==> config.mk <==
export PLATFORM = sky130hd
export DESIGN_NAME = vend_multi_controller
export DESIGN_NICKNAME = d
export VERILOG_FILES = /design/src/rtl/vend_pkg.sv /design/src/rtl/vend_change_unit.sv /design/src/rtl/vend_multi_controller.sv
export SDC_FILE = /design/constraint.sdc
export NUM_CORES = 1
export LEC_CHECK = 0
export ABC_AREA = 1
export BUFFER_PORTS_ARGS = -buffer_cell sky130_fd_sc_hd__clkbuf_2
export CAP_MARGIN = 20
export CORE_MARGIN = 3
export CORE_UTILIZATION = 25
export CTS_CLUSTER_DIAMETER = 60
export DETAILED_ROUTE_END_ITERATION = 10
export HOLD_SLACK_MARGIN = 0.05
export PLACE_DENSITY_LB_ADDON = 0.15
export SLEW_MARGIN = 25
export SYNTH_ARGS = -nofsm -noshare
export SYNTH_HDL_FRONTEND = slang
export SYNTH_SLANG_ARGS = --single-unit
export TNS_END_PERCENT = 50
==> constraint.sdc <==
create_clock -name clk -period 2.8 [get_ports clk]
set_input_delay 0.28 -clock clk [delete_from_list [all_inputs] [get_ports clk]]
set_output_delay 0.28 -clock clk [all_outputs]
set_load 0.01 [all_outputs]
==> src/rtl/vend_pkg.sv <==
// Shared definitions for the multi-product vending controller: state codes,
// coin denominations and packed-price lookup.
package vend_pkg;

    typedef logic [1:0] state_t;

    localparam state_t S_IDLE     = 2'd0;
    localparam state_t S_CREDIT   = 2'd1;
    localparam state_t S_DISPENSE = 2'd2;
    localparam state_t S_CHANGE   = 2'd3;

    localparam logic [2:0] COIN_1 = 3'd1;
    localparam logic [2:0] COIN_2 = 3'd2;
    localparam logic [2:0] COIN_5 = 3'd5;

    // Price bus is widened to the largest supported table (16 products x 16 bits).
    localparam int PRICE_MAX_W = 16;
    localparam int PRICE_BUS_W = 256;

    function automatic logic [PRICE_MAX_W-1:0] price_of(input logic [PRICE_BUS_W-1:0] prices,
                                                         input int idx,
                                                         input int width);
        logic [PRICE_BUS_W-1:0] shifted;
        logic [PRICE_BUS_W-1:0] mask;
        shifted = prices >> (idx * width);
        mask    = (PRICE_BUS_W'(1) << width) - PRICE_BUS_W'(1);
        return PRICE_MAX_W'(shifted & mask);
    endfunction

endpackage

==> src/rtl/vend_change_unit.sv <==
// Change payout: holds the amount still owed, offers greedy 5/2/1 coins over
// a valid/ready handshake and flags the final accepted coin.
module vend_change_unit
    import vend_pkg::*;
#(
    parameter int CREDIT_W = 8
) (
    input  logic                clk,
    input  logic                reset,
    input  logic                start,
    input  logic [CREDIT_W-1:0] start_amount,
    input  logic                change_ready,
    output logic                change_valid,
    output logic [2:0]          change_value,
    output logic [CREDIT_W-1:0] rem,
    output logic                done
);

    function automatic logic [2:0] pick_coin(input logic [CREDIT_W-1:0] amt);
        if (amt >= CREDIT_W'(5))      return COIN_5;
        else if (amt >= CREDIT_W'(2)) return COIN_2;
        else                          return COIN_1;
    endfunction

    logic                handshake;
    logic [CREDIT_W-1:0] rem_next;

    assign handshake = change_valid & change_ready;
    assign rem_next  = rem - CREDIT_W'(change_value);
    assign done      = handshake && (rem_next == '0);

    always_ff @(posedge clk or posedge reset) begin
        if (reset) begin
            rem          <= '0;
            change_valid <= 1'b0;
            change_value <= 3'd0;
        end else if (start) begin
            rem          <= start_amount;
            change_valid <= (start_amount != '0);
            change_value <= pick_coin(start_amount);
        end else if (handshake) begin
            rem <= rem_next;
            if (rem_next == '0) begin
                change_valid <= 1'b0;
                change_value <= 3'd0;
            end else begin
                change_value <= pick_coin(rem_next);
            end
        end
    end

endmodule

==> src/rtl/vend_multi_controller.sv <==
// Multi-product coin vending controller: credit accumulation, selection with
// price/stock checks, one-cycle dispense, cancel/refund and change payout.
//
//   state      | meaning
//   S_IDLE     | no credit held, accepting coins
//   S_CREDIT   | credit > 0, accepting coins, select or cancel
//   S_DISPENSE | single cycle, dispense pulse for the latched product
//   S_CHANGE   | change unit paying out the remaining amount
module vend_multi_controller
    import vend_pkg::*;
#(
    parameter int                            NUM_PROD   = 4,
    parameter int                            CREDIT_W   = 8,
    parameter logic [NUM_PROD*CREDIT_W-1:0]  PRICES     = {8'd10, 8'd7, 8'd5, 8'd3},
    parameter int                            MAX_CREDIT = 50,
    parameter int                            STOCK_W    = 4,
    parameter int                            STOCK_INIT = 10
) (
    input  logic                          clk,
    input  logic                          reset,
    input  logic                          coin_valid,
    input  logic [2:0]                    coin_value,
    output logic                          coin_reject,
    input  logic                          sel_valid,
    input  logic [$clog2(NUM_PROD)-1:0]   sel_id,
    output logic                          sel_error,
    input  logic                          cancel,
    input  logic                          restock,
    output logic                          dispense_valid,
    output logic [$clog2(NUM_PROD)-1:0]   dispense_id,
    output logic                          change_valid,
    output logic [2:0]                    change_value,
    input  logic                          change_ready,
    output logic [CREDIT_W-1:0]           credit,
    output logic                          busy
);

    localparam int ID_W = $clog2(NUM_PROD);

    state_t              state;
    logic [CREDIT_W-1:0] credit_r;
    logic [STOCK_W-1:0]  stock [NUM_PROD];

    logic                sel_known;
    logic [CREDIT_W-1:0] sel_price;
    logic [STOCK_W-1:0]  sel_stock;
    logic                in_front, sel_ok, do_cancel, do_sel, sel_bad;
    logic                coin_legal, coin_fits, coin_take;
    logic [CREDIT_W:0]   coin_sum;
    logic                cu_start, cu_done;
    logic [CREDIT_W-1:0] cu_rem;

    // Lookup by loop so an out-of-range sel_id simply matches nothing.
    always_comb begin
        sel_known = 1'b0;
        sel_price = '0;
        sel_stock = '0;
        for (int i = 0; i < NUM_PROD; i++) begin
            if (sel_id == ID_W'(i)) begin
                sel_known = 1'b1;
                sel_price = CREDIT_W'(price_of(PRICE_BUS_W'(PRICES), i, CREDIT_W));
                sel_stock = stock[i];
            end
        end
    end

    assign in_front   = (state == S_IDLE) || (state == S_CREDIT);
    assign sel_ok     = sel_known && (sel_stock != '0) && (credit_r >= sel_price);
    assign do_cancel  = (state == S_CREDIT) && cancel;
    assign do_sel     = in_front && !do_cancel && sel_valid && sel_ok;
    assign sel_bad    = in_front && !do_cancel && sel_valid && !sel_ok;
    assign coin_legal = (coin_value == COIN_1) || (coin_value == COIN_2) || (coin_value == COIN_5);
    assign coin_sum   = {1'b0, credit_r} + (CREDIT_W+1)'(coin_value);
    assign coin_fits  = coin_sum <= (CREDIT_W+1)'(MAX_CREDIT);
    assign coin_take  = in_front && !do_cancel && !do_sel && coin_valid && coin_legal && coin_fits;
    assign cu_start   = ((state == S_DISPENSE) && (credit_r != '0)) || do_cancel;

    always_ff @(posedge clk or posedge reset) begin
        if (reset) begin
            state          <= S_IDLE;
            credit_r       <= '0;
            coin_reject    <= 1'b0;
            sel_error      <= 1'b0;
            dispense_valid <= 1'b0;
            dispense_id    <= '0;
        end else begin
            coin_reject    <= coin_valid && !coin_take;
            sel_error      <= sel_bad;
            dispense_valid <= do_sel;
            case (state)
                S_IDLE, S_CREDIT: begin
                    if (do_cancel) begin
                        state <= S_CHANGE;
                    end else if (do_sel) begin
                        dispense_id <= sel_id;
                        credit_r    <= credit_r - sel_price;
                        state       <= S_DISPENSE;
                    end else if (coin_take) begin
                        credit_r <= coin_sum[CREDIT_W-1:0];
                        state    <= S_CREDIT;
                    end
                end
                S_DISPENSE: state <= (credit_r != '0) ? S_CHANGE : S_IDLE;
                S_CHANGE: begin
                    if (cu_done) begin
                        state    <= S_IDLE;
                        credit_r <= '0;
                    end
                end
                default: state <= S_IDLE;
            endcase
        end
    end

    // Restock wins over a same-cycle purchase decrement.
    always_ff @(posedge clk or posedge reset) begin
        if (reset) begin
            for (int i = 0; i < NUM_PROD; i++) stock[i] <= STOCK_W'(STOCK_INIT);
        end else if (restock) begin
            for (int i = 0; i < NUM_PROD; i++) stock[i] <= STOCK_W'(STOCK_INIT);
        end else begin
            for (int i = 0; i < NUM_PROD; i++) begin
                if (do_sel && (sel_id == ID_W'(i))) stock[i] <= stock[i] - 1'b1;
            end
        end
    end

    vend_change_unit #(.CREDIT_W(CREDIT_W)) u_change (
        .clk          (clk),
        .reset        (reset),
        .start        (cu_start),
        .start_amount (credit_r),
        .change_ready (change_ready),
        .change_valid (change_valid),
        .change_value (change_value),
        .rem          (cu_rem),
        .done         (cu_done)
    );

    assign credit = (state == S_CHANGE) ? cu_rem : credit_r;
    assign busy   = (state == S_DISPENSE) || (state == S_CHANGE);

endmodule
==> results of run 1 <==
## Yosys cell counts (2+ instances only)
| cell type | number | area share, % |
|---|---|---|
| nor2_4 | 2 | 0.70 |
| buf_4 | 2 | 0.47 |
| dfstp_2 | 8 | 6.5 |
| dfrtp_1 | 35 | 27 |
| nand3_1 | 38 | 5.9 |
| buf_2 | 3 | 0.47 |
| a22oi_1 | 3 | 0.70 |
| nor2_1 | 42 | 4.9 |
| fa_1 | 3 | 1.9 |
| nor2_2 | 8 | 1.6 |
| inv_1 | 68 | 7.9 |
| o21ai_1 | 5 | 0.78 |
| ha_1 | 19 | 7.4 |
| o221ai_1 | 7 | 1.9 |
| clkinv_1 | 2 | 0.23 |
| a21oi_1 | 17 | 2.6 |
| nand4_1 | 7 | 1.4 |
| nor3_1 | 2 | 0.31 |
| a31oi_1 | 2 | 0.39 |
| o21ai_0 | 27 | 4.2 |
| clkbuf_1 | 3 | 0.35 |
| buf_6 | 2 | 0.70 |
| xor2_1 | 8 | 2.2 |
| nand2_1 | 138 | 16 |
| xnor2_1 | 2 | 0.54 |
## path summary, 6_finish.rpt
kind | endpoint | slack, ns | cells after the start
max reg2reg | credit_r[1] | 0.20 | 16
min in group clk | coin_reject | 0.31 | 3
min reg2reg | stock[15] | 0.46 | 2
min | stock[8] | 0.11 | 2
max | credit_r[1] | 0.20 | 16
max in group asynchronous | credit_r[5] | 2.19 | 2
## timing repair
action | CTS | global route
gates resized for setup | 0 | 1
buffers inserted | 0 | 3
hold endpoints to repair | 0 | 0
setup endpoints to repair | 0 | 8
## sequential cells by signal, indices dropped and copies added, names as in the netlist
register               flops
u_change.change_value      3
dispense_id                2
state                      2
stock                     16
dispense_valid             1
credit_r                   8
u_change.change_valid      1
u_change.rem               8
sel_error                  1
coin_reject                1
## kinds of logic (layout without fill, tap and decap cells)
logic type | Yosys count | count (layout) | synth area share [%]
buffers and inverters | 80 | 117 | 10.1
adder cells (fa/ha/maj) | 22 | 22 | 9.24
AND/OR/NAND/NOR | 243 | 243 | 32.3
flip-flops | 43 | 43 | 33.7
AO/OA/AOI/OAI | 65 | 65 | 11.9
XOR/XNOR | 10 | 10 | 2.72
## cell type report
| cell class | instances | share of cell area, % |
|---|---|---|
| flip-flops and latches | 43 | 28.9 |
| clock inverters | 2 | 0.997 |
| clock buffers | 6 | 3.42 |
| inverters | 70 | 7.01 |
| well taps | 168 | 5.59 |
| multi-input cells | 340 | 48.3 |
| repair buffers | 39 | 5.85 |
## metal layers
layer / track usage (%) / routed length (microns) / vias up
li1: - / - / 1555
met1: 17.9 / 4360 / 1375
met2: 20.9 / 4010 / 42
met3: 1.89 / 285 / 8
met4: 3.29 / 114 / 0
met5: 0 / 0 / -
## per-stage QoR
| stage | hold WS [ns] | std cells | setup slack (ns) | power [uW] |
|---|---|---|---|---|
| after global routing | 0.166 | 668 | 0.00246 | 1500 |
| after global placement | 0.457 | 657 | 0.182 | 768 |
| final | 0.108 | 668 | 0.202 | 1420 |
| after floorplan | 0.379 | 463 | 0.493 | 725 |
| after detailed placement | 0.460 | 657 | 0.145 | 768 |
| after CTS | 0.244 | 665 | 0.189 | 1450 |
## power breakdown
| part | leakage (uW) | switching, uW | internal (uW) | total [uW] |
|---|---|---|---|---|
| sequential | 0.000514 | 4.01 | 624 | 628 |
| clock | 0.0000771 | 248 | 421 | 670 |
| combinational | 0.00137 | 83.9 | 43.3 | 127 |
| total | 0.00196 | 336 | 1090 | 1420 |
==> impl_metrics.csv, run 1 <==
group,metric,value,unit
outcome,status,"finished, final reports clean",
critical_path,critPathLaunch,"u_change.rem[0]",
global_routing,grt_overflow,0,
placement,dpl_cell_area,3570,sq um
finish,area_delta_synth_final,16.8,%
die,fp.dieW,120,microns
placement,gp_congestion,0.812,
pwr,p_leak,0.00196,uW
timing,finalSetupTns,0,ns
synthesis,yosysSeqAreaShare,33.7,%
synthesis,synth_seq_cells,43,
global_routing,antenna_found_initial,0,
routing,ant_nets,0,
routing,dr.first_iter.drc_count,140,
finish,design_area,3760,sq um
clock_tree,htree_levels,2,
die,die_h,120,microns
die,die_area,14300,sq um
synthesis,synth_edf_count,0,
die,num_rows,40,
hold_path,hold_class,"input port to asynchronous set/reset pin",
synthesis,async_flop_share,100,%
timing,clock_skew,0.00914,ns
critical_path,cp-start-kind,"flip-flop",
finish,drive_above_1_share,14.2,%
run,maxCapViolCount,0,
pwr,power.density,379,nW/um^2
finish,fin_util,30.6,%
critical_path,arrival,2.82,ns
timing,drv_slew,0,
critical_path,cpLargestDelayFamily,"simple AND/OR/NAND/NOR gates",
clock_tree,cts_tree,"yes",
critical_path,worstPathMaxFanout,5,
die,io_pins,30,
finish,diodes,0,
critical_path,cp_slowest_cell,"fa_1",
synthesis,syn_nets,497,
finish,final_common_cell,"nand2_1",
timing,period_needed,2.60,ns
finish,n_fill_cell,1392,
critical_path,path_cells,"inv_1 > ha_1 > inv_1 > fa_1 > nand2_1 > nand2_1 > nand2_1 > nand2_1 > inv_1 > nand2_1 > nor2_2 > nand4_1 > a21boi_4 > buf_4 > nand3_1 > nand2_1",
synthesis,synth_area,3220,sq um
routing,wl,8.78,mm
finish,mostFrequentLayoutCells,"138 x nand2_1, 67 x inv_1, 42 x nor2_1, 38 x nand3_1, 35 x dfrtp_1",
timing,worst_slew_pin_slew,0.817,ns
global_routing,grt_pass1_wl,14.9,mm
timing,grt_setup_unrepaired,"no",
finish,multiInputGateArea,1820,sq um
synthesis,avgSynthCellArea,6.96,sq um
synthesis,synth.distinct_cells,35,
routing,first_pass_iters,5,
routing,num_vias,2980,
routing,wire_per_inst,13.1,microns
die,fp.coreArea,12300,sq um
die,start_util,26.2,%
synthesis,synthCells,463,
placement,dp_hpwl,6.84,mm
critical_path,worst_path_largest_cell_delay,0.43,ns
clock_tree,cts_buffers,5,
critical_path,r2r-start,"u_change.rem[0]",
clock_tree,clock_latency,0.29,ns
global_routing,grt_max_degree,44,
timing,post-route-period-util,92.8,%
routing,avgViaCountPerCell,4.46,
critical_path,path_buf_inv,4,
synthesis,synth_ff_type,"dfrtp_1",
finish,final_nets,533,
clock_tree,cts-root-buf,"clkbuf_16",
timing,slew_headroom,45.4,%
critical_path,required,3.02,ns
timing,finalSetupViolCount,0,
critical_path,cpMostUsedCell,"nand2_1",
critical_path,worst_setup_path_end_kind,"flip-flop",
pwr,vdd_drop_max,0.308,mV
timing,fmax,385,MHz
timing,hold_viol,0,
global_routing,grt_pass1_vias,2984,
synthesis,yosysWarningCount,0,
placement,io_buffers,29,
finish,regArea,1090,sq um
clock_tree,clk_path_buf_depth,2,
clock_tree,clkSinkCount,43,
global_routing,grt.total_usage,12.9,%
clock_tree,hold_buffers,0,
critical_path,critPathKind,"flip-flop to flip-flop",
routing,drc,0,
clock_tree,clk_pin_slew,0.07,ns
Note: power is estimated with default switching activity, not from simulation.
==> run 2, diff against run 1 <==
--- a/config.mk
+++ b/config.mk
@@ -17,5 +17,6 @@
 export SLEW_MARGIN = 25
 export SYNTH_ARGS = -nofsm -noshare
 export SYNTH_HDL_FRONTEND = slang
+export SYNTH_HIERARCHICAL = 1
 export SYNTH_SLANG_ARGS = --single-unit
 export TNS_END_PERCENT = 50
==> run 2 against run 1 <==
Area after synthesis rose by 8.2%. Sequential share of layout area fell by 2.5 points. Highest routed layer unchanged. Largest power group unchanged. Flip-flop and latch count did not move. Final cell count rose by 9.6%. Critical path depth rose by 1. Non-clock buffer count rose by 6. Via count rose by 14%. Utilization rose by 0.067 points. Sequential power rose by 1%. Fmax barely moved. Register-to-register slack barely moved. Wire length rose by 14%.
==> impl_metrics.csv, run 2 <==
group,metric,value,unit
clock_tree,cts_tree,"yes",
critical_path,cp-start-kind,"flip-flop",
die,start_util,25.9,%
timing,grt_setup_unrepaired,"no",
critical_path,worstPathMaxFanout,5,
finish,mostFrequentLayoutCells,"140 x nand2_1, 73 x inv_1, 58 x nor2_1, 44 x nand3_1, 35 x dfrtp_1",
die,num_rows,42,
finish,drive_above_1_share,18.2,%
critical_path,regToRegSetupSlack,0.20,ns
clock_tree,clk_path_buf_depth,2,
routing,avgViaCountPerCell,4.62,
global_routing,grt_pass1_vias,3297,
routing,dr.first_iter.drc_count,152,
global_routing,grt_pass1_wl,16.6,mm
die,fp.coreArea,13500,sq um
die,fp.dieW,124,microns
critical_path,regToRegEndpoint,"credit_r[1]",
hold_path,hold_start,"restock",
synthesis,yosysWarningCount,6,
finish,fin_util,30.6,%
hold_path,hold_class,"input port to flip-flop",
clock_tree,htree_levels,2,
finish,area_delta_synth_final,18.3,%
hold_path,hold_path_depth,2,
synthesis,async_flop_share,100,%
critical_path,required,3.03,ns
pwr,power.density,355,nW/um^2
clock_tree,cts_buffers,5,
finish,final_common_cell,"nand2_1",
synthesis,synth_top_cell_by_area,"dfrtp_1",
synthesis,synth.distinct_cells,40,
clock_tree,clock_latency,0.30,ns
finish,top_register,"stock",
synthesis,synth_area,3480,sq um
critical_path,worst_setup_path_end_kind,"flip-flop",
global_routing,grt_overflow,0,
timing,fmax,385,MHz
synthesis,synth_area_leaders,"dfrtp_1 25%, nand2_1 15%, inv_1 7.9%",
timing,slew_headroom,49.4,%
run,maxCapViolCount,0,
synthesis,syn_nets,546,
synthesis,synth_edf_count,0,
clock_tree,clk_pin_slew,0.06,ns
die,die_h,124,microns
pwr,vdd_drop_max,0.299,mV
critical_path,r2r-start,"u_change/rem[0]",
critical_path,critPathKind,"flip-flop to flip-flop",
routing,first_pass_iters,5,
timing,clock_skew,0.00760,ns
hold_path,whs_endpoint,"stock[0]",
synthesis,yosysMostFrequentCell,"nand2_1",
finish,final_nets,589,
synthesis,synthTopCellsByCount,"142 x nand2_1, 73 x inv_1, 58 x nor2_1",
routing,num_vias,3383,
timing,period_needed,2.60,ns
synthesis,yosysTopAreaCellShare,25.1,%
critical_path,rr_worst_depth,17,
pwr,p_leak,0.00209,uW
global_routing,grt.total_usage,13.9,%
synthesis,avgSynthCellArea,6.81,sq um
routing,drc,0,
timing,worst_slew_pin_slew,0.758,ns
synthesis,yosysSeqAreaShare,31.2,%
synthesis,synthCells,512,
routing,wire_per_inst,13.7,microns
clock_tree,cts-root-buf,"clkbuf_16",
critical_path,cp_slowest_cell,"fa_1",
global_routing,grt_max_degree,21,
synthesis,synth_ff_type,"dfrtp_1",
finish,largest_reg_flops,16,
timing,hold_viol,0,
critical_path,path_cells,"inv_1 > ha_1 > inv_2 > fa_1 > nand2_2 > nand3_1 > nand2_1 > nand3_4 > nor2_4 > nand3_2 > nor2_2 > inv_1 > o21ai_2 > inv_1 > nor2_4 > nand2_1 > nand2_1",
outcome,status,"finished, final reports clean",
finish,diodes,0,
placement,io_buffers,29,
critical_path,worst_path_largest_cell_delay,0.44,ns
timing,finalSetupTns,0,ns
synthesis,synth_seq_cells,43,
finish,largestRegisters,"stock: 16 flops, credit_r: 8 flops, u_change/rem: 8 flops",
clock_tree,postCtsSetupBuffers,0,
timing,finalSetupViolCount,0,
global_routing,antenna_found_initial,0,
routing,ant_nets,0,
clock_tree,clkSinkCount,43,
routing,wl,10.0,mm
timing,drv_slew,0,
placement,dp_hpwl,7.99,mm
placement,gp_congestion,0.846,
die,io_pins,30,
die,die_area,15400,sq um
timing,post-route-period-util,92.8,%
finish,n_fill_cell,1509,
critical_path,arrival,2.83,ns
## run 2: changes by cell type after synthesis, moves of 4 or more
| cell | change |
|---|---|
| nand4_1 | +6 |
| nand2_1 | +4 |
| a21oi_1 | +9 |
| o21ai_0 | -9 |
| nand2_2 | +7 |
| nor2_1 | +16 |
| nand3_1 | +6 |
| inv_2 | +5 |
| inv_1 | +5 |
| o21ai_1 | -4 |
| xor2_1 | -6 |
## run 2: area by class of cell
type | count | area, sq um | area share, %
inverter | 81 | 307 | 7.44
clock inverter | 2 | 38.8 | 0.941
tap | 176 | 220 | 5.34
multi-input combinational | 379 | 2060 | 50.1
clock buffer | 6 | 139 | 3.37
timing repair buffer | 45 | 268 | 6.50
sequential | 43 | 1090 | 26.4
## run 2: per-stage QoR
stage | instances | setup WS [ns] | hold slack, ns | total power [uW] | instance area (sq um)
global placement | 722 | 0.169 | 0.351 | 753 | 3900
global route | 732 | 0.00150 | 0.160 | 1540 | 4120
detailed placement | 722 | 0.102 | 0.357 | 753 | 3900
CTS | 731 | 0.0832 | 0.150 | 1500 | 4090
finish | 732 | 0.203 | 0.156 | 1460 | 4120
floorplan | 512 | 0.398 | 0.145 | 714 | 3480
## run 2: power breakdown
group / switching (uW) / total [uW] / internal [uW] / leakage [uW]
clock network: 272 / 721 / 449 / 0.0000875
registers: 4.88 / 634 / 629 / 0.000539
logic: 70.4 / 108 / 37.7 / 0.00146
total: 347 / 1460 / 1120 / 0.00209
## run 2: worst max-delay path by stage
stage	from	end	slack [ns]	cells after the start
global placement	u_change/rem[0]	credit_r[3]	0.17	15
floorplan	u_change/change_value[0]	credit_r[0]	0.40	13
detailed placement	u_change/rem[0]	credit_r[0]	0.10	14
global route	u_change/rem[0]	credit_r[1]	0.002	17
finish	u_change/rem[0]	credit_r[1]	0.20	17
CTS	u_change/rem[0]	credit_r[1]	0.08	15
## run 2: timing repair
action	CTS	global route
endpoints found under the hold margin	12	0
setup endpoints to repair	0	8
resized for setup	0	6
hold buffers	1	0
## run 2: cells by family (layout without fill, tap and decap cells)
family / after synthesis / after routing / synth area share (%)
fa+ha+maj: 22 / 22 / 8.55
buf+inv: 91 / 134 / 10.5
xor+xnor: 4 / 4 / 1.01
mux: 1 / 1 / 0.323
compound gates: 59 / 59 / 9.91
flops: 43 / 43 / 31.2
simple gates: 292 / 293 / 38.5
## run 2: routing by layer
layer	wire (microns)	track usage, %	part of all wire [%]	vias up
met1	4660	18.1	47	1570
met5	0	0	0	-
li1	-	-	-	1735
met4	142	3.76	1.4	0
met2	4790	23.3	48	66
met3	411	3.04	4.1	12
## run 2: worst max-delay path: cells and delay by family (launching register included)
kind | cells | cell delay [ns]
AND/OR/NAND/NOR | 10 | 1.11
adder cells (fa/ha/maj) | 2 | 0.59
flip-flops | 1 | 0.39
buffers and inverters | 4 | 0.29
AO/OA/AOI/OAI | 1 | 0.16
